--- src/rtl/fetch_unit_pkg.sv ---
// Shared types and defaults for the instruction fetch unit and its buffer.
package fetch_unit_pkg;

  localparam int FETCH_WIDTH  = 16;
  localparam int FETCH_PC_INC = 2;

  typedef enum logic [1:0] {
    IDLE,
    WAIT,
    WAIT_DROP
  } fetch_state_t;

  typedef struct packed {
    logic [FETCH_WIDTH-1:0] instr;
    logic [FETCH_WIDTH-1:0] pc;
  } fetch_entry_t;

endpackage

--- src/rtl/fetch_buffer.sv ---
// Instruction buffer between fetch and decode: DEPTH-entry FIFO with flush.
module fetch_buffer
  import fetch_unit_pkg::*;
#(
  parameter int DEPTH = 2
) (
  input  logic                     clock,
  input  logic                     reset,
  input  logic                     push,
  input  fetch_entry_t             push_entry,
  input  logic                     pop,
  input  logic                     flush,
  output logic [$clog2(DEPTH):0]   count,
  output logic                     head_valid,
  output fetch_entry_t             head_entry
);

  localparam int AW = $clog2(DEPTH);

  fetch_entry_t   mem [DEPTH];
  logic [AW-1:0]  wr_ptr;
  logic [AW-1:0]  rd_ptr;

  // Flush drops everything, taking priority over a same-cycle push or pop.
  always_ff @(posedge clock) begin
    if (reset) begin
      wr_ptr <= '0;
      rd_ptr <= '0;
      count  <= '0;
      for (int i = 0; i < DEPTH; i++) mem[i] <= '0;
    end else if (flush) begin
      wr_ptr <= '0;
      rd_ptr <= '0;
      count  <= '0;
    end else begin
      if (push) begin
        mem[wr_ptr] <= push_entry;
        wr_ptr      <= wr_ptr + 1'b1;
      end
      if (pop) rd_ptr <= rd_ptr + 1'b1;
      if (push && !pop)      count <= count + 1'b1;
      else if (pop && !push) count <= count - 1'b1;
    end
  end

  assign head_valid = (count != '0);
  assign head_entry = mem[rd_ptr];

endmodule

--- src/rtl/fetch_unit.sv ---
// Instruction fetch: request FSM toward instruction memory, PC next-value mux,
// and the decode-side instruction buffer.
//
//   state     | meaning
//   ----------+-----------------------------------------------------------
//   IDLE      | no request outstanding
//   WAIT      | request outstanding, response will be buffered
//   WAIT_DROP | request outstanding, response discarded (redirect seen)
module fetch_unit
  import fetch_unit_pkg::*;
#(
  parameter int WIDTH  = FETCH_WIDTH,
  parameter int DEPTH  = 2,
  parameter int PC_INC = FETCH_PC_INC
) (
  input  logic             clock,
  input  logic             reset,
  input  logic [WIDTH-1:0] pc_cur,
  output logic [WIDTH-1:0] pc_next,
  input  logic             redirect,
  input  logic [WIDTH-1:0] redirect_pc,
  output logic             imem_req,
  output logic [WIDTH-1:0] imem_addr,
  input  logic             imem_ack,
  input  logic [WIDTH-1:0] imem_data,
  output logic             ir_valid,
  output logic [WIDTH-1:0] ir_data,
  output logic [WIDTH-1:0] ir_pc,
  input  logic             ir_ready
);

  localparam int CW = $clog2(DEPTH) + 1;

  fetch_state_t   state, state_nxt;
  logic [WIDTH-1:0] addr_q, addr_nxt;
  logic [CW-1:0]  count, count_after;
  logic           push, pop;
  fetch_entry_t   push_entry, head_entry;

  always_ff @(posedge clock) begin
    if (reset) begin
      state  <= IDLE;
      addr_q <= '0;
    end else begin
      state  <= state_nxt;
      addr_q <= addr_nxt;
    end
  end

  always_comb begin
    pop         = ir_valid & ir_ready;
    push        = (state == WAIT) && imem_ack && !redirect;
    count_after = count + CW'(push) - CW'(pop);
    push_entry  = '{instr: imem_data, pc: addr_q};

    if (redirect)                        pc_next = redirect_pc;
    else if (state == WAIT && imem_ack)  pc_next = addr_q + WIDTH'(PC_INC);
    else                                 pc_next = pc_cur;

    state_nxt = state;
    addr_nxt  = addr_q;
    case (state)
      IDLE: begin
        if (!redirect && count < CW'(DEPTH)) begin
          state_nxt = WAIT;
          addr_nxt  = pc_cur;
        end
      end
      WAIT: begin
        if (imem_ack) begin
          // Back-to-back request reuses pc_next, which is what the PC latches now.
          if (!redirect && count_after < CW'(DEPTH)) begin
            state_nxt = WAIT;
            addr_nxt  = pc_next;
          end else begin
            state_nxt = IDLE;
          end
        end else if (redirect) begin
          state_nxt = WAIT_DROP;
        end
      end
      WAIT_DROP: begin
        if (imem_ack) state_nxt = IDLE;
      end
      default: state_nxt = IDLE;
    endcase
  end

  assign imem_req  = (state != IDLE);
  assign imem_addr = addr_q;

  fetch_buffer #(.DEPTH(DEPTH)) u_buffer (
    .clock      (clock),
    .reset      (reset),
    .push       (push),
    .push_entry (push_entry),
    .pop        (pop),
    .flush      (redirect),
    .count      (count),
    .head_valid (ir_valid),
    .head_entry (head_entry)
  );

  assign ir_data = head_entry.instr;
  assign ir_pc   = head_entry.pc;

endmodule

--- config.mk ---
export PLATFORM = sky130hd
export DESIGN_NAME = fetch_unit
export DESIGN_NICKNAME = d
export VERILOG_FILES = /design/src/rtl/fetch_unit_pkg.sv /design/src/rtl/fetch_buffer.sv /design/src/rtl/fetch_unit.sv
export SDC_FILE = /design/constraint.sdc
export NUM_CORES = 1
export LEC_CHECK = 0
export BUFFER_PORTS_ARGS = -buffer_cell sky130_fd_sc_hd__buf_2
export CAP_MARGIN = 20
export CORE_MARGIN = 2
export CORE_UTILIZATION = 55
export CTS_BUF_LIST = sky130_fd_sc_hd__clkbuf_4
export DETAILED_ROUTE_END_ITERATION = 6
export PLACE_DENSITY = 0.86
export SLEW_MARGIN = 20
export SYNTH_ARGS = -nofsm -noshare
export SYNTH_HDL_FRONTEND = slang
export SYNTH_SLANG_ARGS = --single-unit
--- constraint.sdc ---
create_clock -name clock -period 4.45 [get_ports clock]
set_clock_uncertainty 0.05 [all_clocks]
set_input_delay 0.6675 -clock clock [delete_from_list [all_inputs] [get_ports clock]]
set_output_delay 0.6675 -clock clock [all_outputs]
set_load 0.03 [all_outputs]
==> flow_results.xml <==
<?xml version="1.0" encoding="UTF-8"?>
<metrics>
  <group name="status">
    <metric name="status" unit="">complete, no violations</metric>
  </group>
  <group name="setup_path">
    <metric name="cp-end-kind" unit="">primary output</metric>
    <metric name="worst_path_most_repeated_cell" unit="">sky130_fd_sc_hd__buf_2</metric>
    <metric name="crit_family" unit="">buffers and inverters</metric>
    <metric name="reg2reg_depth" unit="">3</metric>
    <metric name="crit_path_cell_trace" unit="">buf_2 -&gt; clkinv_1 -&gt; nand2_1 -&gt; o221a_1 -&gt; inv_1 -&gt; buf_2</metric>
    <metric name="timing.critical_path.arrival" unit="ns">2.56</metric>
    <metric name="slowest_cell_on_crit_path" unit="">sky130_fd_sc_hd__buf_2</metric>
    <metric name="worstSetupPathType" unit="">in -&gt; out</metric>
    <metric name="critPathMaxStageDelay" unit="ns">0.49</metric>
    <metric name="critical_path.max_fanout" unit="">37</metric>
    <metric name="timing.critical_path.buf_inv" unit="">4</metric>
    <metric name="critPathLaunchType" unit="">input pin</metric>
    <metric name="critical_path_required" unit="ns">3.73</metric>
    <metric name="crit_cells" unit="">6</metric>
  </group>
  <group name="power_and_ir_drop">
    <metric name="p_switching" unit="uW">537.0</metric>
    <metric name="clock_network_power_share" unit="">0.264</metric>
    <metric name="vdd_ir_max" unit="mV">0.1874</metric>
    <metric name="total_power" unit="mW">1.722</metric>
    <metric name="leakage" unit="nW">2.239</metric>
    <metric name="sw_frac_of_total" unit="">0.3118</metric>
    <metric name="p_comb_frac" unit="">0.186</metric>
    <metric name="power-per-cell-area" unit="nW/um^2">317.3</metric>
    <metric name="internal-power" unit="mW">1.185</metric>
    <metric name="sequentialPowerShare" unit="">0.550</metric>
  </group>
  <group name="clock_tree">
    <metric name="clkTransAtPathRegs" unit="ns">0.13</metric>
    <metric name="htree_levels" unit="">3</metric>
    <metric name="cts_setup_buffers" unit="">0</metric>
    <metric name="cts_inserted_buffers" unit="">9</metric>
    <metric name="clk-insertion-delay-late" unit="ns">0.43</metric>
    <metric name="hold_buffers" unit="">0</metric>
    <metric name="cts_repair_resize_count" unit="">0</metric>
    <metric name="cts.sinks" unit="">87</metric>
    <metric name="cts_tree" unit="">done</metric>
    <metric name="clk_path_buf_depth" unit="">2</metric>
    <metric name="clock_root_buffer_master" unit="">sky130_fd_sc_hd__clkbuf_4</metric>
  </group>
  <group name="synthesis">
    <metric name="share_of_synthesized_area_spent_on_multiplexers" unit="">0.08410</metric>
    <metric name="synth_seq_cells" unit="">87</metric>
    <metric name="post_synth_inst_count" unit="">425</metric>
    <metric name="syn_area" unit="um^2">4642</metric>
    <metric name="post_synth_num_cell_types" unit="">59</metric>
    <metric name="mappedNetlistNets" unit="">481</metric>
    <metric name="synth_async_sr_flop_share" unit="">0</metric>
    <metric name="synth_xor_xnor_area_share" unit="">0.03208</metric>
    <metric name="dominantRegCellSynth" unit="">sky130_fd_sc_hd__edfxtp_1</metric>
    <metric name="synth_compound_gate_area_share" unit="">0.1181</metric>
    <metric name="synth_edf_count" unit="">64</metric>
    <metric name="yosys.area_share.simple" unit="">0.2062</metric>
    <metric name="synth_warnings" unit="">0</metric>
    <metric name="adder_cell_fraction_of_synth_area" unit="">0.008086</metric>
    <metric name="postSynthAreaPerCell" unit="um^2">10.92</metric>
    <metric name="combinational_family_with_the_most_area_after_synthesis" unit="">simple AND/OR/NAND/NOR gates</metric>
    <metric name="ys_seq_area_frac" unit="">0.5132</metric>
  </group>
  <group name="global_route">
    <metric name="grt.overflow.total" unit="">0</metric>
    <metric name="grt_pass1_wl" unit="um">16570</metric>
    <metric name="via_count_of_the_first_global_routing_pass" unit="">3458</metric>
    <metric name="maximum_number_of_pins_on_one_net_before_global_route_repair" unit="">38</metric>
    <metric name="grtUsageTotal" unit="">0.2357</metric>
    <metric name="antenna_found_initial" unit="">0</metric>
  </group>
  <group name="drt">
    <metric name="ant_nets" unit="">0</metric>
    <metric name="route.vias.total" unit="">3668</metric>
    <metric name="routedWlPerCell" unit="um">16.81</metric>
    <metric name="dr.pass1.iters" unit="">5</metric>
    <metric name="post-route-drc-count" unit="">0</metric>
    <metric name="drt-total-wl" unit="um">10760</metric>
    <metric name="post_drt_via_cell_ratio" unit="">5.731</metric>
    <metric name="drt_iter0_drc" unit="">174</metric>
  </group>
  <group name="timing">
    <metric name="least_margin_pin_slew" unit="ns">1.036</metric>
    <metric name="setup-violations-final" unit="">0</metric>
    <metric name="final.period_utilization" unit="">0.7355</metric>
    <metric name="drv_slew" unit="">0</metric>
    <metric name="fin_ws" unit="ns">1.177</metric>
    <metric name="hold_ws" unit="ns">0.4476</metric>
    <metric name="slew_headroom" unit="">0.3064</metric>
    <metric name="timing_hold_violations_final" unit="">0</metric>
    <metric name="setup_repair_after_global_routing_missed_its_margin" unit="">false</metric>
    <metric name="clock.fmax" unit="MHz">305.5</metric>
    <metric name="finalCriticalPeriod" unit="ns">3.273</metric>
    <metric name="tns" unit="ns">0</metric>
  </group>
  <group name="place">
    <metric name="dp_hpwl" unit="um">7496</metric>
    <metric name="buffer_ports.inserted" unit="">118</metric>
    <metric name="globalplace.congestion" unit="">0.8997</metric>
    <metric name="numPlacedInstances" unit="">625</metric>
    <metric name="detailed_place.area" unit="um^2">5289</metric>
    <metric name="setup_slack_at_placement" unit="ns">1.071</metric>
  </group>
  <group name="cells_and_area">
    <metric name="n_antenna_cell" unit="">0</metric>
    <metric name="drive_above_1_share" unit="">0.3551</metric>
    <metric name="post-route-util" unit="">0.6606</metric>
    <metric name="multi_input_comb_area" unit="um^2">2098</metric>
    <metric name="final_cell_count_no_fill" unit="">640</metric>
    <metric name="area.growth.synth_to_final" unit="%">16.93</metric>
    <metric name="n_fill_cell" unit="">628</metric>
    <metric name="final-seq-area" unit="um^2">2382</metric>
    <metric name="finalInstanceArea" unit="um^2">5428</metric>
    <metric name="layout.nets" unit="">587</metric>
  </group>
  <group name="floorplanning">
    <metric name="core_region_area" unit="um^2">8217</metric>
    <metric name="die_w" unit="um">95.87</metric>
    <metric name="fp_rows" unit="">33</metric>
    <metric name="pin_count" unit="">119</metric>
    <metric name="floorplan.die_area" unit="um^2">9191</metric>
    <metric name="die_y" unit="um">95.87</metric>
    <metric name="floorplan.initialDensity" unit="">0.5649</metric>
  </group>
  <group name="worst_hold_path">
    <metric name="hold-path-cell-count" unit="">3</metric>
    <metric name="holdCritPathClass" unit="">in -&gt; reg</metric>
  </group>
  <group name="run">
    <metric name="max_cap_viol" unit="">0</metric>
  </group>
</metrics>
## per-layer routing
layer / track usage / wire length [um] / part of all wire / vias up
met2: 0.4044 / 5372 / 0.50 / 151
met4: 0.07857 / 149 / 0.014 / 0
met1: 0.3037 / 4441 / 0.41 / 1743
met3: 0.03915 / 797 / 0.074 / 15
met5: 0 / 0 / 0 / -
li1: - / - / - / 1759
## cells in the final DEF, fill, tap and decap left out, types with 7 or more instances in the layout
cell                       synthesis  layout
sky130_fd_sc_hd__xnor2_1          10      10
sky130_fd_sc_hd__o21ai_0          19      18
sky130_fd_sc_hd__edfxtp_1         64      64
sky130_fd_sc_hd__nor2_1           25      25
sky130_fd_sc_hd__buf_2            10     118
sky130_fd_sc_hd__xor2_1            7       7
sky130_fd_sc_hd__clkbuf_4          0       9
sky130_fd_sc_hd__nand3_1           8       8
sky130_fd_sc_hd__inv_1            11      11
sky130_fd_sc_hd__and2_1           55      55
sky130_fd_sc_hd__mux2_2           32      32
sky130_fd_sc_hd__nor4_1           10      10
sky130_fd_sc_hd__nor3_1            8       7
sky130_fd_sc_hd__dfxtp_1          23      23
sky130_fd_sc_hd__a21oi_1          10      10
sky130_fd_sc_hd__nand2_1          34      34
## worst reg2reg max path, delay by kind of cell (launching register included)
kind               cells  cell delay [ns]
and+or+nand+nor        2             0.95
AOI/OAI and AO/OA      1             0.91
DFF                    1             0.51
## registers in the layout, indices dropped and copies added (netlist names), named ones only
signal / cells
u_buffer.mem: 64
u_buffer.count: 2
imem_addr: 16
state: 2
u_buffer.rd_ptr: 1
u_buffer.wr_ptr: 1
## layout make-up
cell class,instances,share of cell area
Inverter,13,0.008990
Clock inverter,6,0.01314
Multi-Input combinational cell,297,0.3866
Tap cell,105,0.02420
Clock buffer,9,0.01245
Sequential cell,87,0.4389
Timing Repair Buffer,123,0.1157
## cells in the mapped netlist (3+ instances only)
master,number,area [um^2]
sky130_fd_sc_hd__nand3_1,8,40.04
sky130_fd_sc_hd__o211ai_1,3,22.52
sky130_fd_sc_hd__edfxtp_1,64,1922
sky130_fd_sc_hd__dfxtp_1,23,460.4
sky130_fd_sc_hd__inv_1,11,41.29
sky130_fd_sc_hd__clkbuf_1,13,48.80
sky130_fd_sc_hd__or3_1,3,18.77
sky130_fd_sc_hd__nor4_1,10,62.56
sky130_fd_sc_hd__a211oi_1,3,22.52
sky130_fd_sc_hd__ha_1,3,37.54
sky130_fd_sc_hd__or2_2,3,18.77
sky130_fd_sc_hd__nor2_1,25,93.84
sky130_fd_sc_hd__a221oi_1,3,26.28
sky130_fd_sc_hd__a22oi_1,3,22.52
sky130_fd_sc_hd__nand2b_1,4,25.02
sky130_fd_sc_hd__nor3_1,8,40.04
sky130_fd_sc_hd__buf_2,10,50.05
sky130_fd_sc_hd__mux2i_1,3,30.03
sky130_fd_sc_hd__a31oi_1,5,31.28
sky130_fd_sc_hd__o21ai_0,19,95.09
sky130_fd_sc_hd__xor2_1,7,61.31
sky130_fd_sc_hd__o221ai_1,3,26.28
sky130_fd_sc_hd__xnor2_1,10,87.58
sky130_fd_sc_hd__nand2_1,34,127.6
sky130_fd_sc_hd__o31ai_1,5,37.54
sky130_fd_sc_hd__and2_1,55,344.1
sky130_fd_sc_hd__a21oi_1,10,50.05
sky130_fd_sc_hd__buf_1,3,11.26
sky130_fd_sc_hd__mux2_2,32,360.4
## final timing paths
check | startpoint | to | slack (ns)
setup / recovery | redirect | pc_next[14] | 1.18
setup reg to reg | state[0]$_SDFFE_PP0P_ | u_buffer.mem[0][0]$_SDFFCE_PN0P_ | 1.63
hold / removal | pc_cur[1] | imem_addr[1]$_SDFFE_PP0P_ | 0.45
hold reg to reg | u_buffer.rd_ptr$_SDFFE_PP0P_ | register | 0.50
## cell families (layout without fill, tap and decap cells)
group,count (synthesis),after routing
compound gates,74,74
xor+xnor,17,17
flops,87,87
fa+ha+maj,3,3
simple gates,168,168
buf+inv,41,151
mux,35,35
## power by group through the flow
stage | Combinational, mW | Sequential, mW | Clock [mW]
final | 0.320 | 0.947 | 0.454
after global routing | 0.343 | 0.952 | 0.494
after CTS | 0.320 | 0.946 | 0.457
after detailed placement | 0.319 | 0.965 | 0
after global placement | 0.313 | 0.962 | 0
after floorplan | 0.200 | 0.980 | 0
Power figures use the tool's default switching activity.
